## src/rtl/ahb_traffic_gen.sv

```systemverilog
// AHB-lite master traffic generator: programmable write, read and
// write-then-readback passes with address stride, pipelined address/data
// phases, read-data compare and ERROR response handling.
// Hresetn is asserted asynchronously; its release is expected to be
// synchronous to Hclk.
module ahb_traffic_gen #(
    parameter int ADDR_W = 32,
    parameter int DATA_W = 32,
    parameter int CNT_W  = 8
) (
    input  logic              Hclk,
    input  logic              Hresetn,
    input  logic              start,
    input  logic [1:0]        mode,
    input  logic [CNT_W-1:0]  txn_count,
    input  logic [ADDR_W-1:0] base_addr,
    input  logic [ADDR_W-1:0] stride,
    input  logic              Hreadyout,
    input  logic [1:0]        Hresp,
    input  logic [DATA_W-1:0] Hrdata,
    output logic [1:0]        Htrans,
    output logic              Hwrite,
    output logic [ADDR_W-1:0] Haddr,
    output logic [DATA_W-1:0] Hwdata,
    output logic              Hreadyin,
    output logic              busy,
    output logic              done,
    output logic              aborted,
    output logic [CNT_W-1:0]  mismatch_count,
    output logic [CNT_W-1:0]  err_count,
    output logic [ADDR_W-1:0] first_mismatch_addr
);

    typedef enum logic [2:0] {S_IDLE, S_ISSUE, S_DRAIN, S_GAP, S_DONE} state_t;

    localparam logic [1:0] HTRANS_IDLE   = 2'b00;
    localparam logic [1:0] HTRANS_NONSEQ = 2'b10;
    localparam logic [1:0] HRESP_OKAY    = 2'b00;
    localparam logic [1:0] HRESP_ERROR   = 2'b01;
    localparam logic [1:0] MODE_RD       = 2'b01;
    localparam logic [1:0] MODE_WR_RB    = 2'b10;

    state_t            state;
    state_t            state_nxt;

    // sequence configuration, latched at start
    logic [1:0]        mode_r;
    logic [CNT_W-1:0]  cnt_r;
    logic [ADDR_W-1:0] base_r;
    logic [ADDR_W-1:0] stride_r;

    // address phase (p0) and data phase (p1) of the bus pipeline
    logic [CNT_W-1:0]  idx_p0;
    logic [ADDR_W-1:0] addr_p0;
    logic              rd_pass;
    logic              vld_p1;
    logic              write_p1;
    logic [ADDR_W-1:0] addr_p1;

    logic              start_ok;
    logic              accept;
    logic              complete;
    logic              err_first;
    logic              last_addr;
    logic              rd_fail;

    // expected data of a transfer is its address fitted to the data bus
    function automatic logic [DATA_W-1:0] exp_data(input logic [ADDR_W-1:0] a);
        return DATA_W'(a);
    endfunction

    // status counters stick at all-ones instead of wrapping
    function automatic logic [CNT_W-1:0] sat_inc(input logic [CNT_W-1:0] c);
        return (c == {CNT_W{1'b1}}) ? c : c + CNT_W'(1);
    endfunction

    assign start_ok  = (state == S_IDLE) && start;
    assign accept    = (state == S_ISSUE) && Hreadyout;
    assign complete  = vld_p1 && Hreadyout;
    assign err_first = vld_p1 && (Hresp == HRESP_ERROR) && !Hreadyout;
    assign last_addr = (idx_p0 == cnt_r - CNT_W'(1));
    assign rd_fail   = complete && !write_p1 && (Hresp == HRESP_OKAY) &&
                       (Hrdata != exp_data(addr_p1));

    // state register
    always_ff @(posedge Hclk or negedge Hresetn) begin
        if (!Hresetn) state <= S_IDLE;
        else          state <= state_nxt;
    end

    // next-state logic; an ERROR drops straight to DRAIN so the pending
    // address is withdrawn and no further pass is started
    always_comb begin
        state_nxt = state;
        case (state)
            S_IDLE:  if (start) state_nxt = (txn_count == '0) ? S_DONE : S_ISSUE;
            S_ISSUE: if (err_first || (accept && last_addr)) state_nxt = S_DRAIN;
            S_DRAIN: if (complete)
                         state_nxt = (!aborted && (mode_r == MODE_WR_RB) && !rd_pass)
                                     ? S_GAP : S_DONE;
            S_GAP:   state_nxt = S_ISSUE;
            S_DONE:  state_nxt = S_IDLE;
            default: state_nxt = S_IDLE;
        endcase
    end

    // bus and handshake outputs decoded from state and pipeline registers
    always_comb begin
        Htrans   = (state == S_ISSUE) ? HTRANS_NONSEQ : HTRANS_IDLE;
        Hwrite   = (state == S_ISSUE) && !rd_pass;
        Haddr    = addr_p0;
        Hwdata   = (vld_p1 && write_p1) ? exp_data(addr_p1) : '0;
        Hreadyin = 1'b1;
        busy     = (state == S_ISSUE) || (state == S_DRAIN) || (state == S_GAP);
        done     = (state == S_DONE);
    end

    // latch sequence configuration when a start is accepted
    always_ff @(posedge Hclk) begin
        if (start_ok) begin
            mode_r   <= mode;
            cnt_r    <= txn_count;
            base_r   <= base_addr;
            stride_r <= stride;
        end
    end

    // ---- stage p0: address phase, advances when the slave accepts ----
    always_ff @(posedge Hclk or negedge Hresetn) begin
        if (!Hresetn) begin
            addr_p0 <= '0;
            idx_p0  <= '0;
            rd_pass <= 1'b0;
        end else if (start_ok) begin
            addr_p0 <= base_addr;
            idx_p0  <= '0;
            rd_pass <= (mode == MODE_RD);
        end else if (state == S_GAP) begin
            addr_p0 <= base_r;
            idx_p0  <= '0;
            rd_pass <= 1'b1;
        end else if (accept && !last_addr) begin
            addr_p0 <= addr_p0 + stride_r;
            idx_p0  <= idx_p0 + CNT_W'(1);
        end
    end

    // ---- stage p1: data phase valid, opened on accept, closed on completion ----
    always_ff @(posedge Hclk or negedge Hresetn) begin
        if (!Hresetn)      vld_p1 <= 1'b0;
        else if (accept)   vld_p1 <= 1'b1;
        else if (complete) vld_p1 <= 1'b0;
    end

    // data phase payload follows the accepted address
    always_ff @(posedge Hclk) begin
        if (accept) begin
            addr_p1  <= addr_p0;
            write_p1 <= !rd_pass;
        end
    end

    // status: error and read-compare accounting, cleared on start
    always_ff @(posedge Hclk or negedge Hresetn) begin
        if (!Hresetn) begin
            aborted             <= 1'b0;
            mismatch_count      <= '0;
            err_count           <= '0;
            first_mismatch_addr <= '0;
        end else if (start_ok) begin
            aborted             <= 1'b0;
            mismatch_count      <= '0;
            err_count           <= '0;
            first_mismatch_addr <= '0;
        end else begin
            if (err_first) begin
                err_count <= sat_inc(err_count);
                aborted   <= 1'b1;
            end
            if (rd_fail) begin
                mismatch_count <= sat_inc(mismatch_count);
                if (mismatch_count == '0) first_mismatch_addr <= addr_p1;
            end
        end
    end

endmodule

```

## config.mk

```make
export PLATFORM = sky130hd
export DESIGN_NAME = ahb_traffic_gen
export DESIGN_NICKNAME = d
export VERILOG_FILES = /design/src/rtl/ahb_traffic_gen.sv
export SDC_FILE = /design/constraint.sdc
export NUM_CORES = 1
export LEC_CHECK = 0
export CAP_MARGIN = 30
export CORE_MARGIN = 3
export CORE_UTILIZATION = 40
export DETAILED_ROUTE_END_ITERATION = 10
export PLACE_DENSITY = 0.8
export SYNTH_ARGS = -nofsm -noshare
export SYNTH_HDL_FRONTEND = slang
export SYNTH_SLANG_ARGS = --single-unit
```

## constraint.sdc

```tcl
create_clock -name Hclk -period 4.05 [get_ports Hclk]
set_input_delay 1.0125 -clock Hclk [delete_from_list [all_inputs] [get_ports Hclk]]
set_output_delay 1.0125 -clock Hclk [all_outputs]
set_load 0.05 [all_outputs]
```

==> flow_summary_export.csv, run 1 <==
group,metric,value,unit
synthesis,synth-edff-count,107,
timing,max_freq,271,MHz
grt,grt-ovfl-total,0,
cells_and_area,syn_to_final_growth,33.2,%
run,cap_violations,0,
synthesis,synth_top_area_share,31.3,%
clock_tree,cts_hold_buf,0,
drt,drt_pre_antenna_iters,5,
clock_tree,root_buffer,"clkbuf_16",
setup_path,start_kind,"register",
clock_tree,cts_sinks,201,
floorplan,core-area,0.0247,mm²
power_and_ir_drop,leakage,5.65,nW
synthesis,synth.avg_cell_area,10.9,µm²
synthesis,yosys-top-cells-area,"edfxtp_1 (31%), dfrtp_1 (23%), xor2_1 (4.8%)",
drt,vias,8375,
grt,antenna_found_initial,0,
drt,detail_route.drc_violations,0,
cells_and_area,layout.nets,1317,
synthesis,syn_nets,1093,
setup_path,cp_max_fo,33,
grt,track_usage,21.3,%
timing,period_share,91.0,%
place,io_buffers,228,
drt,drt-total-wl,30700,µm
timing,final_max_slew_viol_count,0,
timing,fin_setup_tns,0,ns
drt,ant_nets,0,
timing,rsz0062_at_grt,"no",
setup_path,cpPeakStageDelay,1.00,ns
synthesis,synth.cell_area,0.0103,mm²
drt,drt-vias-per-instance,5.55,
timing,slew_headroom,33.1,%
cells_and_area,drive_gt1_share,5.83,%
drt,first_iter_violations,593,
cells_and_area,fillers,2108,
cells_and_area,final_core_util,55.2,%
synthesis,ys.flop_type,"edfxtp_1",
cells_and_area,n_antenna_cell,0,
clock_tree,tritoncts,"done",
timing,skew,0.00692,ns
setup_path,path_cells,"and3_1, clkdlybuf4s50_1",
power_and_ir_drop,power.density,826,mW/mm²
clock_tree,post_cts_buffers,0,
power_and_ir_drop,ir_drop,435,µV
clock_tree,cts-resized-gates,0,
setup_path,endpoint_kind,"primary output",
synthesis,yosysSeqAreaShare,54.2,%
timing,hold_viol,0,
timing,period_minus_slack,3.68,ns
place,gp_congestion,0.964,
grt,grt_pass1_wl,47500,µm
setup_path,required,3.04,ns
setup_path,crit_slowest_cell,"edfxtp_1",
drt,wire_per_inst,20.3,µm
grt,grt_pass1_vias,8446,
timing,setup_viol,0,
setup_path,arrival,2.67,ns
clock_tree,cts_max_level,1,
timing,worst_pin_slew,1.00,ns
synthesis,yosys.area.top_type,"edfxtp_1",
min_path,hp-class,"register to register",
clock_tree,clk_path_buf_depth,3,
synthesis,netlist_instances,944,
floorplan,die_y,166,µm
setup_path,worstSetupPathType,"register to primary output",
clock_tree,clock_latency,0.51,ns
synthesis,synth_cell_types,67,
synthesis,synth_warnings,0,
floorplan,start_util,41.5,%
synthesis,ys_ff_latch,201,
clock_tree,cts.clk_slew.worst_paths,0.06,ns
synthesis,synthArstFlopShare,46.8,%
grt,grt_max_degree,71,
run_status,status,"finished clean",
floorplan,die_x,166,µm
floorplan,io-pin-count,231,
clock_tree,numCtsBuffers,22,
place,dp.final_hpwl,23100,µm
floorplan,die_area,0.0276,mm²
floorplan,rows,57,
cell type report:
class | count | area [µm²] | area share (%)
repair buffers | 243 | 2420 | 17.7
flip-flops and latches | 201 | 5570 | 40.7
clock buffers | 26 | 597 | 4.37
clock inverters | 14 | 156 | 1.14
well taps | 324 | 405 | 2.97
multi-input cells | 678 | 4440 | 32.5
inverters | 22 | 85.1 | 0.623
final timing paths:
path	end	cells past startpoint	from	slack [ns]
max in group asynchronous	idx_p0[5]$_DFFE_PN0P_	2	Hresetn	2.59
worst min register to register	first_mismatch_addr[19]$_DFFE_PN0P_	2	first_mismatch_addr[19]$_DFFE_PN0P_	0.52
worst max-delay path	Hwdata[1]	2	write_p1$_DFFE_PP_	0.37
worst min-delay path	first_mismatch_addr[19]$_DFFE_PN0P_	2	first_mismatch_addr[19]$_DFFE_PN0P_	0.52
min in group asynchronous	Haddr[7]$_DFFE_PN0P_	1	Hresetn	0.65
worst max register to register	Haddr[30]$_DFFE_PN0P_	12	Haddr[0]$_DFFE_PN0P_	0.70
flip-flops by register name, summed over array words and instances, names as in the netlist, 3 cells and up:
register	cells
idx_p0	8
Haddr	32
base_r	32
mismatch_count	8
stride_r	32
err_count	8
addr_p1	32
cnt_r	8
first_mismatch_addr	32
state	3
per-stage QoR:
stage	cell area (µm²)	power, mW	hold slack, ns	worst slack [ns]	instances
2_1_floorplan	10300	7.26	0.490	0.935	944
3_3_place_gp	12900	9.14	0.501	0.646	1468
3_5_place_dp	12900	9.23	0.511	0.519	1468
4_1_cts	13700	11.3	0.526	0.421	1508
5_1_grt	13700	12.0	0.545	0.365	1508
6_report	13700	11.3	0.520	0.365	1508
report_power, final:
part	switching (mW)	internal, mW
Sequential	0.701	2.84
Combinational	3.67	2.05
Clock	0.835	1.20
Total	5.20	6.09
routing by layer:
layer / track usage, % / part of all wire, %
met4: 6.51 / 2.9
met5: 0 / 0
met2: 34.4 / 46
met3: 3.45 / 6.8
met1: 29.9 / 45
synthesized netlist by cell type, drive strengths merged, types with 5 or more instances:
master  number
xor2        56
o21ai       63
or2          5
nor2        96
nand4       14
o22ai       14
a21o        11
nand3       11
o21a        10
ha          36
inv         21
buf         13
and3        41
nand2       68
nor3        17
a31oi        9
nor2b        7
nor4b        6
mux2i       35
dfrtp       94
nor4        13
edfxtp     107
and2         6
nand2b       5
a21oi       61
xnor2       20
a211oi       6
clkbuf      30
or3          5
o211ai      10
critical path, delay by kind of cell, from the launching register on:
kind                   cells  cell delay (ns)
and+or+nand+nor            1             0.32
buffers and inverters      1             0.82
DFF                        1             1.00
logic make-up after synthesis:
logic type | count (synthesis) | synth area share, %
compound gates | 222 | 13.7
xor+xnor | 76 | 6.49
fa+ha+maj | 37 | 4.59
buf+inv | 65 | 2.62
flops | 201 | 54.2
mux | 35 | 3.41
other cells | 2 | 0.0732
simple gates | 306 | 14.9
placed cells by master (no fill, tap or decap), types with 5 or more instances in the layout:
cell	Yosys	routed
nand4_1	14	14
inv_1	21	21
nor4_1	13	13
edfxtp_1	107	107
a21o_1	11	11
nor4b_1	5	5
xnor2_1	20	20
o21ai_0	61	61
a211oi_1	6	6
a31oi_1	9	9
nor3_1	17	17
clkinv_4	0	5
nand3_1	11	11
and3_1	41	41
ha_1	36	36
nor2b_1	7	7
mux2i_1	35	35
xor2_1	56	56
dfrtp_1	94	94
a21oi_1	61	61
o21a_1	10	10
nand2b_1	5	5
and2_1	6	6
nand2_1	67	67
o22ai_1	14	14
buf_4	3	14
clkbuf_16	0	23
o211ai_1	10	10
or3_1	5	5
clkdlybuf4s50_1	0	227
or2_2	5	5
nor2_1	94	94
No activity file was read; power rests on OpenSTA's default activity.
==> inputs of run 2 (changes only) <==
CORE_UTILIZATION = 38   (was 40)
PLACE_DENSITY = 0.78   (was 0.8)
==> flow_summary_export.csv, run 2 (synthesized netlist as in run 1, its figures left out) <==
group,metric,value,unit
grt,grt_max_degree,95,
drt,wire_per_inst,20.0,µm
place,gp_congestion,0.943,
cells_and_area,layout.nets,1316,
timing,max_freq,274,MHz
power_and_ir_drop,leakage,5.71,nW
floorplan,start_util,39.0,%
setup_path,start_kind,"register",
power_and_ir_drop,design_power_total,11.6,mW
clock_tree,cts_sinks,201,
floorplan,io-pin-count,231,
clock_tree,root_buffer,"clkbuf_16",
setup_path,crit_family,"flip-flops",
power_and_ir_drop,ir_drop,485,µV
timing,fin_setup_tns,0,ns
timing,rsz0062_at_grt,"no",
place,dp.final_hpwl,22700,µm
grt,grt_pass1_wl,46000,µm
drt,first_iter_violations,806,
setup_path,cpPeakStageDelay,0.99,ns
cells_and_area,fillers,2271,
drt,drt-total-wl,30400,µm
clock_tree,clock_latency,0.50,ns
power_and_ir_drop,power.density,837,mW/mm²
setup_path,crit_slowest_cell,"edfxtp_1",
drt,drt-vias-per-instance,5.52,
setup_path,required,3.04,ns
run_status,status,"finished clean",
min_path,hp-class,"register to register",
clock_tree,tritoncts,"done",
cells_and_area,drive_gt1_share,5.58,%
timing,hold_viol,0,
timing,slew_headroom,32.8,%
floorplan,die_y,170,µm
floorplan,die_x,170,µm
setup_path,crit_buf_inv,1,
clock_tree,numCtsBuffers,22,
cells_and_area,final_common_cell,"clkdlybuf4s50_1",
floorplan,rows,59,
timing,period_share,90.2,%
timing,final_max_slew_viol_count,0,
setup_path,cp_max_fo,33,
floorplan,core-area,0.0263,mm²
grt,antenna_found_initial,1,
floorplan,die_area,0.0290,mm²
clock_tree,cts.clk_slew.worst_paths,0.06,ns
cells_and_area,syn_to_final_growth,34.5,%
run,cap_violations,0,
clock_tree,clk_path_buf_depth,3,
clock_tree,cts_max_level,1,
grt,track_usage,20.2,%
grt,grt_pass1_vias,8320,
drt,drt_pre_antenna_iters,5,
cells_and_area,final_core_util,52.5,%
clock_tree,cts_hold_buf,0,
place,io_buffers,228,
setup_path,worstSetupPathType,"register to primary output",
setup_path,path_cells,"and3_1, clkdlybuf4s50_1",
setup_path,arrival,2.64,ns
cells_and_area,layout_common_cells,"clkdlybuf4s50_1 (227), edfxtp_1 (107), dfrtp_1 (94), nor2_1 (94), nand2_1 (67)",
drt,ant_nets,0,
timing,skew,0.0108,ns
drt,detail_route.drc_violations,0,
timing,setup_viol,0,
drt,vias,8392,
grt,grt-ovfl-total,0,
clock_tree,post_cts_buffers,0,
timing,worst_pin_slew,1.01,ns
timing,period_minus_slack,3.65,ns
setup_path,endpoint_kind,"primary output",
clock_tree,cts-resized-gates,0,
[run 2: changes by cell type in the layout (fill, tap and decap cells not counted), sizes merged]
| cell | delta |
|---|---|
| diode | +1 |
| clkbuf | +5 |
| clkinvlp | -3 |
| clkinv | -6 |
| buf | -1 |
| bufinv | +4 |
[run 2: path summary, 6_finish.rpt]
path                                                     startpoint                             endpoint  slack [ns]  cells past startpoint
worst max-delay path                             write_p1$_DFFE_PP_                            Hwdata[3]        0.40                      2
worst min register to register  first_mismatch_addr[31]$_DFFE_PN0P_  first_mismatch_addr[31]$_DFFE_PN0P_        0.52                      2
worst max register to register                Haddr[22]$_DFFE_PN0P_                Haddr[31]$_DFFE_PN0P_        0.69                     10
min in group asynchronous                                   Hresetn             err_count[0]$_DFFE_PN0P_        0.56                      2
max in group asynchronous                                   Hresetn   first_mismatch_addr[4]$_DFFE_PN0P_        3.09                      2
worst min-delay path            first_mismatch_addr[31]$_DFFE_PN0P_  first_mismatch_addr[31]$_DFFE_PN0P_        0.52                      2
[run 2: power by group]
part           internal (mW)  switching, mW
Sequential              2.84          0.699
Combinational           2.06           3.64
Clock                   1.53          0.792
[run 2: per-layer routing]
layer / routed length [µm] / GRT usage [%] / vias up
li1: - / - / 3934
met1: 13300 / 27.6 / 4025
met2: 14000 / 32.8 / 380
met3: 2280 / 3.44 / 53
met4: 877 / 6.81 / 0
met5: 0 / 0 / -
[run 2: per-stage QoR]
stage          hold slack (ns)  std cells  cell area (µm²)  worst slack (ns)
3_3_place_gp             0.502       1477            12900             0.443
2_1_floorplan            0.490        944            10300             0.935
4_1_cts                  0.527       1517            13800             0.399
3_5_place_dp             0.512       1477            12900             0.331
5_1_grt                  0.550       1519            13800             0.276
6_report                 0.524       1519            13800             0.398
[run 2: final cells by class]
cell class	instances	area, µm²	area share [%]
multi-input cells	678	4440	32.2
diodes	1	2.50	0.0181
inverters	22	85.1	0.617
well taps	335	419	3.04
clock inverters	9	193	1.40
flip-flops and latches	201	5570	40.3
clock buffers	31	667	4.83
repair buffers	242	2430	17.6
[run 2: tightest hold or removal path: stages (launching register included)]
cell     delay, ns
dfrtp_1       0.34
mux2i_1       0.07
nor2_1        0.08
